[src/rtl/hc138_scan_driver_if.sv]
// Control and decoder-side signal bundle for hc138_scan_driver.
// master drives run/blank/mode; slave (the driver) returns the decoder pins.
interface hc138_scan_driver_if;
    logic       run;
    logic       blank;
    logic [1:0] mode;
    logic       A0;
    logic       A1;
    logic       A2;
    logic       En;
    logic       S1;
    logic       S2N;
    logic       S3N;
    logic       step;
    logic       wrap;

    modport master (
        output run,
        output blank,
        output mode,
        input  A0,
        input  A1,
        input  A2,
        input  En,
        input  S1,
        input  S2N,
        input  S3N,
        input  step,
        input  wrap
    );

    modport slave (
        input  run,
        input  blank,
        input  mode,
        output A0,
        output A1,
        output A2,
        output En,
        output S1,
        output S2N,
        output S3N,
        output step,
        output wrap
    );
endinterface

[src/rtl/hc138_scan_driver.sv]
// Address/enable sequencer for a 74HC138-style 3-to-8 decoder.
// Steps A2..A0 up, down, ping-pong or hold at a prescaled rate.
module hc138_scan_driver #(
    parameter int TICK_DIV   = 25000000,
    parameter int START_ADDR = 0
) (
    input logic clk,
    input logic rst,
    hc138_scan_driver_if.slave bus
);

    localparam int PW = $clog2(TICK_DIV);
    localparam logic [PW-1:0] LAST = PW'(TICK_DIV - 1);
    localparam logic [2:0] ADDR0 = 3'(START_ADDR);

    typedef enum logic [1:0] {
        M_UP   = 2'b00,
        M_DN   = 2'b01,
        M_PP   = 2'b10,
        M_HOLD = 2'b11
    } mode_e;

    typedef enum logic {
        DIR_UP = 1'b0,
        DIR_DN = 1'b1
    } dir_e;

    dir_e          dir_q;
    dir_e          dir_d;
    logic [PW-1:0] pre_q;
    logic [PW-1:0] pre_d;
    logic [2:0]    addr_q;
    logic [2:0]    addr_d;
    logic          wrap_d;
    logic          step_q;
    logic          wrap_q;
    logic          act_q;
    logic          at_top;
    logic          tick;
    mode_e         mode;

    assign mode   = mode_e'(bus.mode);
    assign at_top = (pre_q == LAST);
    assign tick   = bus.run & at_top;

    // Prescaler only moves while running; a pause keeps its phase.
    always_comb begin
        pre_d = pre_q;
        if (bus.run) begin
            if (at_top) pre_d = '0;
            else        pre_d = pre_q + PW'(1);
        end
    end

    always_comb begin
        addr_d = addr_q;
        wrap_d = 1'b0;
        dir_d  = (mode == M_PP) ? dir_q : DIR_UP;
        if (tick) begin
            unique case (mode)
                M_UP: begin
                    addr_d = addr_q + 3'd1;
                    wrap_d = (addr_q == 3'd7);
                end
                M_DN: begin
                    addr_d = addr_q - 3'd1;
                    wrap_d = (addr_q == 3'd0);
                end
                M_PP: begin
                    if (dir_q == DIR_UP) begin
                        // Entering at 7 while ascending turns around at once.
                        if (addr_q == 3'd7) begin
                            addr_d = 3'd6;
                            dir_d  = DIR_DN;
                            wrap_d = 1'b1;
                        end else begin
                            addr_d = addr_q + 3'd1;
                            if (addr_q == 3'd6) begin
                                dir_d  = DIR_DN;
                                wrap_d = 1'b1;
                            end
                        end
                    end else begin
                        if (addr_q == 3'd0) begin
                            addr_d = 3'd1;
                            dir_d  = DIR_UP;
                            wrap_d = 1'b1;
                        end else begin
                            addr_d = addr_q - 3'd1;
                            if (addr_q == 3'd1) begin
                                dir_d  = DIR_UP;
                                wrap_d = 1'b1;
                            end
                        end
                    end
                end
                M_HOLD: begin
                    addr_d = addr_q;
                end
            endcase
        end
    end

    always_ff @(posedge clk) begin
        if (rst) begin
            pre_q  <= '0;
            addr_q <= ADDR0;
            dir_q  <= DIR_UP;
            step_q <= 1'b0;
            wrap_q <= 1'b0;
            act_q  <= 1'b0;
        end else begin
            pre_q  <= pre_d;
            addr_q <= addr_d;
            dir_q  <= dir_d;
            step_q <= tick;
            wrap_q <= wrap_d;
            act_q  <= bus.run & ~bus.blank;
        end
    end

    assign bus.A0   = addr_q[0];
    assign bus.A1   = addr_q[1];
    assign bus.A2   = addr_q[2];
    assign bus.En   = act_q;
    assign bus.S1   = act_q;
    assign bus.S2N  = ~act_q;
    assign bus.S3N  = ~act_q;
    assign bus.step = step_q;
    assign bus.wrap = wrap_q;

endmodule
[src/flat_wrapper.sv]
// flat-port wrapper written by rule: the top's interface ports become plain ports
module hc138_scan_driver_flat 
#(
    parameter int TICK_DIV   = 25000000,
    parameter int START_ADDR = 0
)
  (clk, rst, bus_run, bus_blank, bus_mode, bus_A0, bus_A1, bus_A2, bus_En, bus_S1, bus_S2N, bus_S3N, bus_step, bus_wrap);
  hc138_scan_driver_if bus_i ();
  input logic clk;
  input logic rst;
  input wire logic [$bits(bus_i.run)-1:0] bus_run;
  input wire logic [$bits(bus_i.blank)-1:0] bus_blank;
  input wire logic [$bits(bus_i.mode)-1:0] bus_mode;
  output wire logic [$bits(bus_i.A0)-1:0] bus_A0;
  output wire logic [$bits(bus_i.A1)-1:0] bus_A1;
  output wire logic [$bits(bus_i.A2)-1:0] bus_A2;
  output wire logic [$bits(bus_i.En)-1:0] bus_En;
  output wire logic [$bits(bus_i.S1)-1:0] bus_S1;
  output wire logic [$bits(bus_i.S2N)-1:0] bus_S2N;
  output wire logic [$bits(bus_i.S3N)-1:0] bus_S3N;
  output wire logic [$bits(bus_i.step)-1:0] bus_step;
  output wire logic [$bits(bus_i.wrap)-1:0] bus_wrap;
  assign bus_i.run = bus_run;
  assign bus_i.blank = bus_blank;
  assign bus_i.mode = bus_mode;
  assign bus_A0 = bus_i.A0;
  assign bus_A1 = bus_i.A1;
  assign bus_A2 = bus_i.A2;
  assign bus_En = bus_i.En;
  assign bus_S1 = bus_i.S1;
  assign bus_S2N = bus_i.S2N;
  assign bus_S3N = bus_i.S3N;
  assign bus_step = bus_i.step;
  assign bus_wrap = bus_i.wrap;
  hc138_scan_driver #(.TICK_DIV(TICK_DIV), .START_ADDR(START_ADDR)) u_core (.clk(clk), .rst(rst), .bus(bus_i));
endmodule
[config.mk]
export PLATFORM = sky130hd
export DESIGN_NAME = hc138_scan_driver_flat
export DESIGN_NICKNAME = d
export VERILOG_FILES = /design/src/rtl/hc138_scan_driver_if.sv /design/src/rtl/hc138_scan_driver.sv /design/src/flat_wrapper.sv
export SDC_FILE = /design/constraint.sdc
export NUM_CORES = 1
export LEC_CHECK = 0
export ABC_AREA = 0
export CAP_MARGIN = 40
export CORE_MARGIN = 4
export CORE_UTILIZATION = 34
export CTS_CLUSTER_SIZE = 14
export DETAILED_ROUTE_END_ITERATION = 12
export PLACE_DENSITY_LB_ADDON = 0.1
export RECOVER_POWER = 50
export SYNTH_ARGS = -nofsm -noshare
export SYNTH_HDL_FRONTEND = slang
export SYNTH_SLANG_ARGS = --single-unit
[constraint.sdc]
create_clock -name clk -period 2.1 [get_ports clk]
set_input_delay 0.525 -clock clk [delete_from_list [all_inputs] [get_ports clk]]
set_output_delay 0.525 -clock clk [all_outputs]
set_load 0.01 [all_outputs]
# Word level (Yosys, flattened, before mapping)
# Cells that the tools add are included.
[word_totals]
elab_cells = 45
reg_bits = 32
input_bits = 6
out_inout_bits = 9
[classes]
n_mux = 19
reduce_logical = 4
bitwise = 6
n_addsub = 3
n_eq_ne = 7
[ops]
columns = ["cell", "count"]
rows = [
  ["adder 25 x 1 -> 25 bit (second input constant)", 1],
  ["== test 25 bit (second input constant)", 1],
  ["two-way mux 25 bit", 1],
  ["two-way mux 1 bit", 13],
  ["two-way mux 3 bit", 3],
  ["case mux 3 bit (3 select lines)", 1],
  ["== test 3 bit (second input constant)", 2],
  ["== test 2 bit (second input constant)", 2],
  ["NOT 1 bit", 4],
  ["adder 3 x 1 -> 3 bit (second input constant)", 1],
  ["== test 3 x 1 -> 1 bit (second input constant)", 1],
  ["logical NOT 3 bit", 1],
  ["case mux 1 bit (3 select lines)", 1],
  ["subtractor 3 x 1 -> 3 bit (second input constant)", 1],
  ["bitwise AND 1 bit", 2],
  ["== test 2 x 1 -> 1 bit (second input constant)", 1],
  ["logical NOT 2 bit", 1],
  ["AND reduction 2 bit", 1],
  ["OR reduction 2 bit", 1],
]

# Longest topological paths before layout
# Gate-level depths: netlist of the first run.
[logic_depth]
depth_word = 7
ltp_mapped = 7
mapped_depth_nobuf = 7

# Worst setup path after synthesis of the first run
# Ideal clock, no wire load.
[synth_path]
path_kind = "in2reg"
startpoint = "in bus_run"
endpoint = "reg u_core.pre_q[22]"
arrival_ns = 1.982
n_path_buf = 2
setup_time_ns = 0.066
t_required_ns = 2.034
setup_slack_ns = 0.051
cell_stages = 6
path_cell_list = "buf_6 > nand4_4 > or4_4 > buf_6 > or4_4 > a21oi_2"
[synth_lines]
columns = ["item", "line_no", "rtl"]
rows = [
  ["start: declaration", "flat_wrapper.sv:11", "input wire logic [$bits(bus_i.run)-1:0] bus_run;"],
  ["end signal: assignment", "hc138_scan_driver.sv:113", "pre_q <= pre_d;"],
  ["end: declaration", "hc138_scan_driver.sv:30", "logic [PW-1:0] pre_q;"],
]

# Final worst setup path of the first run
[layout_path]
startpoint = "in bus_run"
endpoint = "reg u_core.dir_q"
[layout_via]
elab_chain_len = 2
[layout_lines]
columns = ["item", "line_no", "rtl"]
rows = [
  ["bitwise AND 1 bit", "hc138_scan_driver.sv:44", "assign tick = bus.run & at_top;"],
  ["two-way mux 1 bit", "hc138_scan_driver.sv:59", "if (tick) begin"],
  ["end signal: assignment", "hc138_scan_driver.sv:115", "dir_q <= dir_d;"],
  ["end: declaration", "hc138_scan_driver.sv:28", "dir_e dir_q;"],
]
# Every way passes these cells.
# A chain may end at the register's enable or synchronous reset.

==> flow_metrics.py, run 1 <==
metrics = {
    "logic_synthesis": {
        "synthArstFlopShare": 0,
        "synth_edf_count": 0,
        "yosysMostFrequentCell": "dfxtp_1",
        "yosysSeqAreaShare": 0.337,
        "synth_flop_cell": "dfxtp_1",
        "syn_nets": 232,
        "netlist_instances": 213,
        "avgSynthCellArea_um2": 8.93,
        "yosysTopAreaCell": "dfxtp_1",
        "synth_area_um2": 1900,
        "ys_seq_elements": 32,
        "synth.distinct_cells": 48,
        "yosysWarnings": 0,
        "synth_top_area_share": 0.337,
        "synthTopCellsByCount": "32 x dfxtp_1, 20 x a21oi_1, 13 x ha_1, 13 x inv_1, 13 x nor2_1",
        "synthTopCellsByArea": "dfxtp_1 34%, ha_1 8.5%, a21oi_1 5.3%, o31ai_1 3.6%, xor2_1 3.2%",
    },
    "route": {
        "via_count": 1622,
        "ant_nets": 0,
        "wl_per_cell_um": 13.1,
        "routed_wl_um": 4100,
        "drc": 0,
        "first_pass_iters": 4,
        "via_per_inst": 5.20,
        "dr.first_iter.drc_count": 85,
    },
    "timing": {
        "timing.final.crit_share": 0.958,
        "period_needed_ns": 2.01,
        "finalMaxSlewViolations": 0,
        "finalClockSkew_ns": 0.00778,
        "max_freq_mhz": 497,
        "relSlewSlack": 0.739,
        "worst_pin_slew_ns": 0.386,
        "hold_viol_final": 0,
        "finalSetupViolCount": 0,
    },
    "place": {
        "place_hpwl_um": 3030,
        "dpl.cell_count": 304,
        "gp_congestion": 0.746,
        "placed_area_um2": 2200,
        "io_buffers": 14,
    },
    "global_routing": {
        "grt_usage": 0.127,
        "grt_max_degree": 22,
        "grt_first_pass_wirelength_um": 7360,
        "grt_pass1_vias": 1563,
        "grt-ovfl-total": 0,
        "antenna_found_initial": 0,
    },
    "setup_path": {
        "worstSetupPathType": "in2reg",
        "worstReg2RegStart": "u_core.pre_q[7]",
        "crit_arrival_ns": 2.19,
        "worstSetupStartpoint": "bus_run",
        "r2r-end": "u_core.dir_q",
        "cp_max_fo": 5,
        "rrSetupSlack_ns": 0.18,
        "cp-end-kind": "flop",
        "r2r_cells": 5,
        "worstPathRequired_ns": 2.27,
        "critPathLaunchType": "primary input",
        "critPathCapture": "u_core.dir_q",
    },
    "power": {
        "p_leak_uw": 0.000820,
        "vdd_drop_max_uv": 456,
        "cellPowerDensity_nw_per_um2": 557,
    },
    "clock_network": {
        "cts_root_buffer": "clkbuf_8",
        "cts_tree": "done",
        "htree_levels": 2,
        "clock_path_buffers": 2,
        "postCtsSetupRepairBufs": 0,
        "postCtsHoldBufs": 0,
        "clkSinkCount": 32,
        "cts_buffers": 5,
        "clk_pin_slew_ns": 0.07,
        "clkLatencyLatePin_ns": 0.28,
    },
    "finish": {
        "design_area_um2": 2310,
        "num_antenna_cells": 0,
        "num-fill-cells": 547,
        "post-route-util": 0.438,
        "drive_gt1_frac": 0.161,
        "syn_to_final_growth_pct": 21.2,
        "nets": 260,
        "seqCellArea_um2": 641,
        "final_cells": 312,
        "multiInputGateArea_um2": 1140,
    },
    "floorplanning": {
        "coreArea_um2": 5270,
        "die_x_um": 82.8,
        "start_util": 0.361,
        "io_pins": 15,
        "die_h_um": 82.8,
        "num_rows": 26,
        "die_area_um2": 6860,
    },
    "worst_hold_path": {
        "hp-class": "reg2reg",
    },
    "flow_run": {
        "drv_cap": 0,
    },
    "status": {
        "status": "complete, no violations",
    },
}
report_power, final:
| group | leakage, uW | internal (uW) | switching [uW] | total [uW] |
|---|---|---|---|---|
| Sequential | 0.000258 | 611 | 2.87 | 614 |
| Clock | 0.0000541 | 351 | 238 | 588 |
| Combinational | 0.000508 | 41.5 | 39.5 | 81.0 |
| Total | 0.000820 | 1000 | 280 | 1280 |
final cells by class:
class | count | share of cell area
tap | 70 | 0.0380
sequential | 32 | 0.278
clock buffer | 5 | 0.0298
inverter | 13 | 0.0212
multi-input combinational | 158 | 0.494
clock inverter | 3 | 0.0184
timing repair buffer | 31 | 0.120
per-layer routing:
metal / global-route usage / vias up / share of wire
li1: - / 852 / -
met4: 0.0401 / 0 / 0.011
met3: 0.0327 / 4 / 0.037
met5: 0 / - / 0
met2: 0.200 / 23 / 0.47
met1: 0.171 / 743 / 0.49
logic make-up after synthesis:
| logic type | Yosys count | share of synthesized area |
|---|---|---|
| AOI/OAI and AO/OA | 51 | 0.176 |
| DFF | 32 | 0.337 |
| buffers and inverters | 23 | 0.0651 |
| xor gates and xnor gates | 12 | 0.0552 |
| muxes | 2 | 0.0105 |
| and+or+nand+nor | 80 | 0.272 |
| adders and majority gates | 13 | 0.0855 |
worst max-delay path: stages:
cell and delay, ns:
clkdlybuf4s50_1 0.52, nand4_4 0.11, or4_4 0.57, o21bai_4 0.20, clkbuf_2 0.20, o2bb2ai_1 0.07
layout by cell type, fill, tap and decap left out, types with 3 or more instances in the layout:
cell type,instances
dfxtp_1,32
a21oi_1,20
buf_4,14
inv_1,13
nor2_1,13
ha_1,13
nand2_1,9
or4_1,8
nand4_1,8
o21ai_0,8
o31ai_1,8
dlygate4sd3_1,8
xor2_1,7
nand3_1,6
clkdlybuf4s50_1,6
and4_1,5
xnor2_1,5
clkbuf_8,5
nor3_1,4
or3_1,4
or4_4,3
a21o_1,3
repair_timing:
item	CTS	global route
hold endpoints to repair	0	0
setup endpoints to repair	0	9
gates resized for setup	0	2
stage by stage:
| step | setup slack (ns) | TNS [ns] | power [uW] | hold WS [ns] |
|---|---|---|---|---|
| floorplan | 0.0515 | 0 | 676 | 0.452 |
| finish | 0.0880 | 0 | 1280 | 0.492 |
| detailed placement | -0.297 | -6.04 | 712 | 0.471 |
| CTS | 0.00597 | 0 | 1310 | 0.489 |
| global route | -0.000131 | -0.000131 | 1340 | 0.522 |
| global placement | -0.277 | -5.69 | 712 | 0.472 |
state kept, by name, indices dropped and copies added (netlist names):
signal,count
u_core.bus.wrap,1
u_core.pre_q,25
u_core.bus.En,1
u_core.bus.step,1
u_core.dir_q,1
u_core.addr_q,3
how the worst min path moves through the flow:
stage                       endpoint  slack [ns]        startpoint  cells past startpoint
finish              u_core.pre_q[24]        0.49  u_core.pre_q[24]                      2
global route        u_core.pre_q[24]        0.52  u_core.pre_q[24]                      2
CTS                 u_core.pre_q[24]        0.49  u_core.pre_q[24]                      2
detailed placement  u_core.pre_q[24]        0.47  u_core.pre_q[24]                      2
global placement    u_core.pre_q[24]        0.47  u_core.pre_q[24]                      2
floorplan           u_core.pre_q[24]        0.45  u_core.pre_q[24]                      2
Note: power is estimated with default switching activity, not from simulation.
==> run 2: changes to the inputs <==
Settings changed: CORE_UTILIZATION 34 to 48.
Clock period 2.1 ns to 2.2 ns, I/O delays scaled along.
==> flow_metrics.py, run 2 (synthesis gave the netlist of run 1 again) <==
metrics = {
    "status": {
        "status": "complete, no violations",
    },
    "setup_path": {
        "crit_arrival_ns": 2.30,
        "cp-end-kind": "flop",
        "worstSetupPathType": "in2reg",
        "cp_max_fo": 10,
        "worstPathRequired_ns": 2.43,
        "critPathLaunchType": "primary input",
        "rrSetupSlack_ns": 0.22,
    },
    "timing": {
        "finalClockSkew_ns": 0.00804,
        "rsz0062_at_grt": "no",
        "finalSetupViolCount": 0,
        "max_freq_mhz": 482,
        "finalMaxSlewViolations": 0,
        "period_needed_ns": 2.07,
        "fin_tns_setup_ns": 0,
        "timing.final.ws_setup_ns": 0.126,
        "hold_viol_final": 0,
        "relSlewSlack": 0.744,
        "worst_pin_slew_ns": 0.378,
        "timing.final.crit_share": 0.943,
    },
    "finish": {
        "post-route-util": 0.592,
        "regMostFlops": "u_core.pre_q",
        "drive_gt1_frac": 0.128,
        "largest_registers": "u_core.pre_q (25), u_core.addr_q (3)",
        "num_antenna_cells": 0,
        "largest_reg_flops": 25,
        "design_area_um2": 2210,
        "final_common_cell": "dfxtp_1",
        "num-fill-cells": 343,
        "nets": 253,
        "syn_to_final_growth_pct": 16.4,
        "final_cell_mix": "32 x dfxtp_1, 20 x a21oi_1, 13 x inv_1, 13 x nor2_1, 13 x ha_1",
    },
    "clock_network": {
        "cts_tree": "done",
        "cts_buffers": 5,
        "clock_path_buffers": 2,
        "cts_root_buffer": "clkbuf_8",
        "clkSinkCount": 32,
        "clkLatencyLatePin_ns": 0.29,
        "htree_levels": 2,
        "postCtsSetupRepairBufs": 0,
        "clk_pin_slew_ns": 0.07,
    },
    "floorplanning": {
        "die_h_um": 71.0,
        "num_rows": 22,
        "start_util": 0.508,
        "die_x_um": 71.0,
        "coreArea_um2": 3740,
        "die_area_um2": 5040,
        "io_pins": 15,
    },
    "place": {
        "gp_congestion": 0.829,
        "place_hpwl_um": 2930,
        "placed_area_um2": 2130,
        "post-place-ws_ns": -0.256,
        "io_buffers": 14,
    },
    "flow_run": {
        "drv_cap": 0,
    },
    "power": {
        "clkPwrFrac": 0.398,
        "cellPowerDensity_nw_per_um2": 499,
        "pwr-share-comb": 0.070,
        "p_int_uw": 844,
        "power_switching_uw": 262,
        "swShare": 0.237,
        "vdd_drop_max_uv": 363,
        "p_seq_frac": 0.532,
        "p_leak_uw": 0.000793,
        "totalPowerFinal_uw": 1110,
    },
    "route": {
        "routed_wl_um": 3930,
        "via_per_inst": 5.82,
        "dr.first_iter.drc_count": 70,
        "first_pass_iters": 4,
        "ant_nets": 0,
        "drc": 0,
        "via_count": 1647,
        "wl_per_cell_um": 13.9,
    },
    "global_routing": {
        "grt_pass1_vias": 1563,
        "grt-ovfl-total": 0,
        "grt_first_pass_wirelength_um": 6780,
        "grt_usage": 0.164,
        "antenna_found_initial": 0,
        "grt_max_degree": 14,
    },
    "worst_hold_path": {
        "hp-class": "reg2reg",
    },
}
-- run 2: changes by cell type in the layout (fill, tap and decap cells not counted), sizes merged --
cell	change
clkbuf	-2
buf	-5
bufinv	-1
clkinvlp	-1
clkinv	+2
clkdlybuf4s50	-1
dlygate4sd3	+1
-- run 2: metrics by stage --
step,hold WS [ns],cells
after floorplan,0.452,213
after global placement,0.463,275
after detailed placement,0.477,275
after CTS,0.487,283
after global routing,0.525,283
final,0.493,283
-- run 2: layout make-up --
class	count	area, um^2	share of cell area
flip-flops and latches	32	641	0.289
well taps	48	60.1	0.0271
clock inverters	3	18.8	0.00847
clock buffers	5	68.8	0.0311
inverters	13	48.8	0.0220
repair buffers	24	240	0.108
multi-input cells	158	1140	0.514
-- run 2: power groups by stage --
stage	registers, uW	logic (uW)	clock network (uW)
after floorplan	602	43.5	0
after global placement	601	76.1	0
after detailed placement	601	79.1	0
after CTS	588	79.7	456
after global routing	589	84.8	485
final	588	77.6	440
-- run 2: metal layers --
layer	GRT usage	up-vias	share of wire
met5	0	-	0
met4	0.0626	0	0.018
met3	0.0341	8	0.032
met2	0.285	31	0.50
met1	0.197	778	0.45
li1	-	830	-
-- run 2: path summary, 6_finish.rpt --
kind,from,end,cells past startpoint
setup / recovery,bus_run,u_core.pre_q[22],5
hold / removal,u_core.pre_q[12],u_core.pre_q[12],2
setup reg to reg,u_core.pre_q[7],u_core.pre_q[15],5
hold reg to reg,u_core.pre_q[12],u_core.pre_q[12],2
-- run 2: timing repair --
item | CTS | global route
setup endpoints to repair | 0 | 3
gates resized for setup | 0 | 1
hold buffers | 0 | 0
-- run 2: worst max-delay path, stage by stage --
cell	delay, ns
clkdlybuf4s50_1	0.53
nand4_4	0.12
or4_4	0.49
or4_1	0.45
a21oi_2	0.15
==> run 3: changes to the inputs <==
Clock period 2.2 ns to 1.9 ns, I/O delays scaled along.
==> flow_metrics.py, run 3 (synthesis gave the netlist of run 1 again) <==
metrics = {
    "status": {
        "status": "finished with violations",
        "violations": "negative setup slack",
    },
    "finish": {
        "design_area_um2": 2400,
        "final_common_cell": "dfxtp_1",
        "syn_to_final_growth_pct": 26.0,
        "largest_reg_flops": 25,
        "regMostFlops": "u_core.pre_q",
        "nets": 269,
        "largest_registers": "u_core.pre_q (25), u_core.addr_q (3)",
        "final_cell_mix": "29 x dfxtp_1, 22 x buf_4, 18 x a21oi_1, 13 x inv_1, 13 x nor2_1",
        "num_antenna_cells": 0,
        "post-route-util": 0.640,
        "drive_gt1_frac": 0.219,
    },
    "place": {
        "io_buffers": 14,
        "place_hpwl_um": 3060,
        "gp_congestion": 0.862,
        "placed_area_um2": 2210,
    },
    "setup_path": {
        "cp-end-kind": "flop",
        "r2r_cells": 5,
        "crit_arrival_ns": 2.14,
        "critPathLaunchType": "flop",
        "r2r-end": "u_core.bus.wrap",
        "worstReg2RegStart": "u_core.pre_q[7]",
        "rrSetupSlack_ns": -0.03,
        "cp_max_fo": 3,
        "worstSetupPathType": "reg2reg",
        "worstPathRequired_ns": 2.11,
    },
    "clock_network": {
        "postCtsHoldBufs": 0,
        "htree_levels": 2,
        "cts_buffers": 5,
        "clock_path_buffers": 2,
        "clkSinkCount": 32,
        "clk_pin_slew_ns": 0.07,
        "cts_tree": "done",
        "clkLatencyLatePin_ns": 0.28,
        "cts_root_buffer": "clkbuf_8",
    },
    "route": {
        "dr.first_iter.drc_count": 130,
        "routed_wl_um": 4520,
        "first_pass_iters": 4,
        "wl_per_cell_um": 15.1,
        "drc": 0,
        "via_count": 1705,
        "via_per_inst": 5.70,
        "ant_nets": 0,
    },
    "worst_hold_path": {
        "hp-class": "reg2reg",
        "holdPathEnd": "u_core.pre_q[23]",
        "worstHoldStart": "u_core.pre_q[23]",
        "worstHoldPathCells": 2,
    },
    "global_routing": {
        "grt_max_degree": 14,
        "grt-ovfl-total": 0,
        "grt_usage": 0.176,
        "grt_first_pass_wirelength_um": 7150,
        "antenna_found_initial": 0,
        "grt_pass1_vias": 1603,
    },
    "timing": {
        "finalClockSkew_ns": 0.00437,
        "timing.final.ws_setup_ns": -0.0270,
        "rsz0062_at_grt": "yes",
        "period_needed_ns": 1.93,
        "hold_viol_final": 0,
        "max_freq_mhz": 519,
        "relSlewSlack": 0.750,
        "fin_tns_setup_ns": -0.0270,
        "worst_pin_slew_ns": 0.375,
        "finalMaxSlewViolations": 0,
        "timing.final.crit_share": 1.01,
        "finalSetupViolCount": 1,
    },
    "power": {
        "p_int_uw": 1020,
        "cellPowerDensity_nw_per_um2": 548,
        "swShare": 0.223,
        "pwr-share-comb": 0.075,
        "p_leak_uw": 0.000870,
        "p_seq_frac": 0.520,
        "vdd_drop_max_uv": 502,
        "clkPwrFrac": 0.405,
        "power_switching_uw": 294,
    },
    "floorplanning": {
        "io_pins": 15,
        "num_rows": 22,
        "start_util": 0.508,
        "coreArea_um2": 3740,
        "die_area_um2": 5040,
        "die_x_um": 71.0,
        "die_h_um": 71.0,
    },
    "flow_run": {
        "drv_cap": 0,
    },
}
[run 3: changes by cell type in the layout (fill, tap and decap cells not counted), moves of 3 or more]
cell     delta
dfxtp_1     -3
or4_1       -3
dfxtp_2     +3
buf_4      +14
or4_4       +4
[run 3: area by class of cell]
cell class | count | area (um^2)
inverters | 13 | 48.8
clock inverters | 1 | 7.51
multi-input cells | 159 | 1190
flip-flops and latches | 32 | 644
fillers | 342 | 1350
clock buffers | 7 | 86.3
well taps | 48 | 60.1
repair buffers | 39 | 360
[run 3: power groups by stage]
| stage | clock, uW | sequential, uW | combinational, uW |
|---|---|---|---|
| finish | 533 | 684 | 98.0 |
| global route | 588 | 684 | 107 |
| CTS | 549 | 682 | 98.6 |
| detailed placement | 0 | 697 | 90.0 |
| global placement | 0 | 695 | 87.2 |
| floorplan | 0 | 698 | 50.7 |
[run 3: through the flow]
stage | instances | hold slack (ns) | setup WS (ns) | total power, uW
after floorplan | 213 | 0.452 | 0.00193 | 749
after global placement | 287 | 0.466 | -0.385 | 783
after detailed placement | 287 | 0.481 | -0.433 | 787
after CTS | 298 | 0.488 | -0.0943 | 1330
after global routing | 299 | 0.539 | -0.122 | 1380
final | 299 | 0.504 | -0.0270 | 1310
[run 3: how the worst max path moves through the flow]
stage                                   to  slack (ns)  depth (start not counted)            start
after floorplan           u_core.pre_q[22]       0.002                          6          bus_run
after global placement    u_core.pre_q[22]       -0.39                          5          bus_run
after detailed placement   u_core.pre_q[0]       -0.43                          6          bus_run
after CTS                  u_core.pre_q[0]       -0.09                          5  u_core.pre_q[7]
after global routing       u_core.bus.wrap       -0.12                          5  u_core.pre_q[7]
final                      u_core.bus.wrap       -0.03                          5  u_core.pre_q[7]
[run 3: layer usage]
metal	GRT usage	wire length, um	share of wire
met2	0.301	2260	0.50
met3	0.0455	119	0.026
met1	0.214	2070	0.46
met4	0.0564	70	0.015
met5	0	0	0
[run 3: critical path, stage by stage, from the launching register on]
cell and delay (ns):
dfxtp_1 0.31, or4_4 0.54, or4_4 0.47, buf_6 0.15, nor3_4 0.21, nor3b_2 0.19
[run 3: timing repair]
action                                 CTS  global route
gates resized for setup                  6             8
endpoints found under the hold margin    0             0
gates cloned                             1             1
pin swaps                                3             5
setup endpoints to repair               29            29
buffers inserted                         2             0
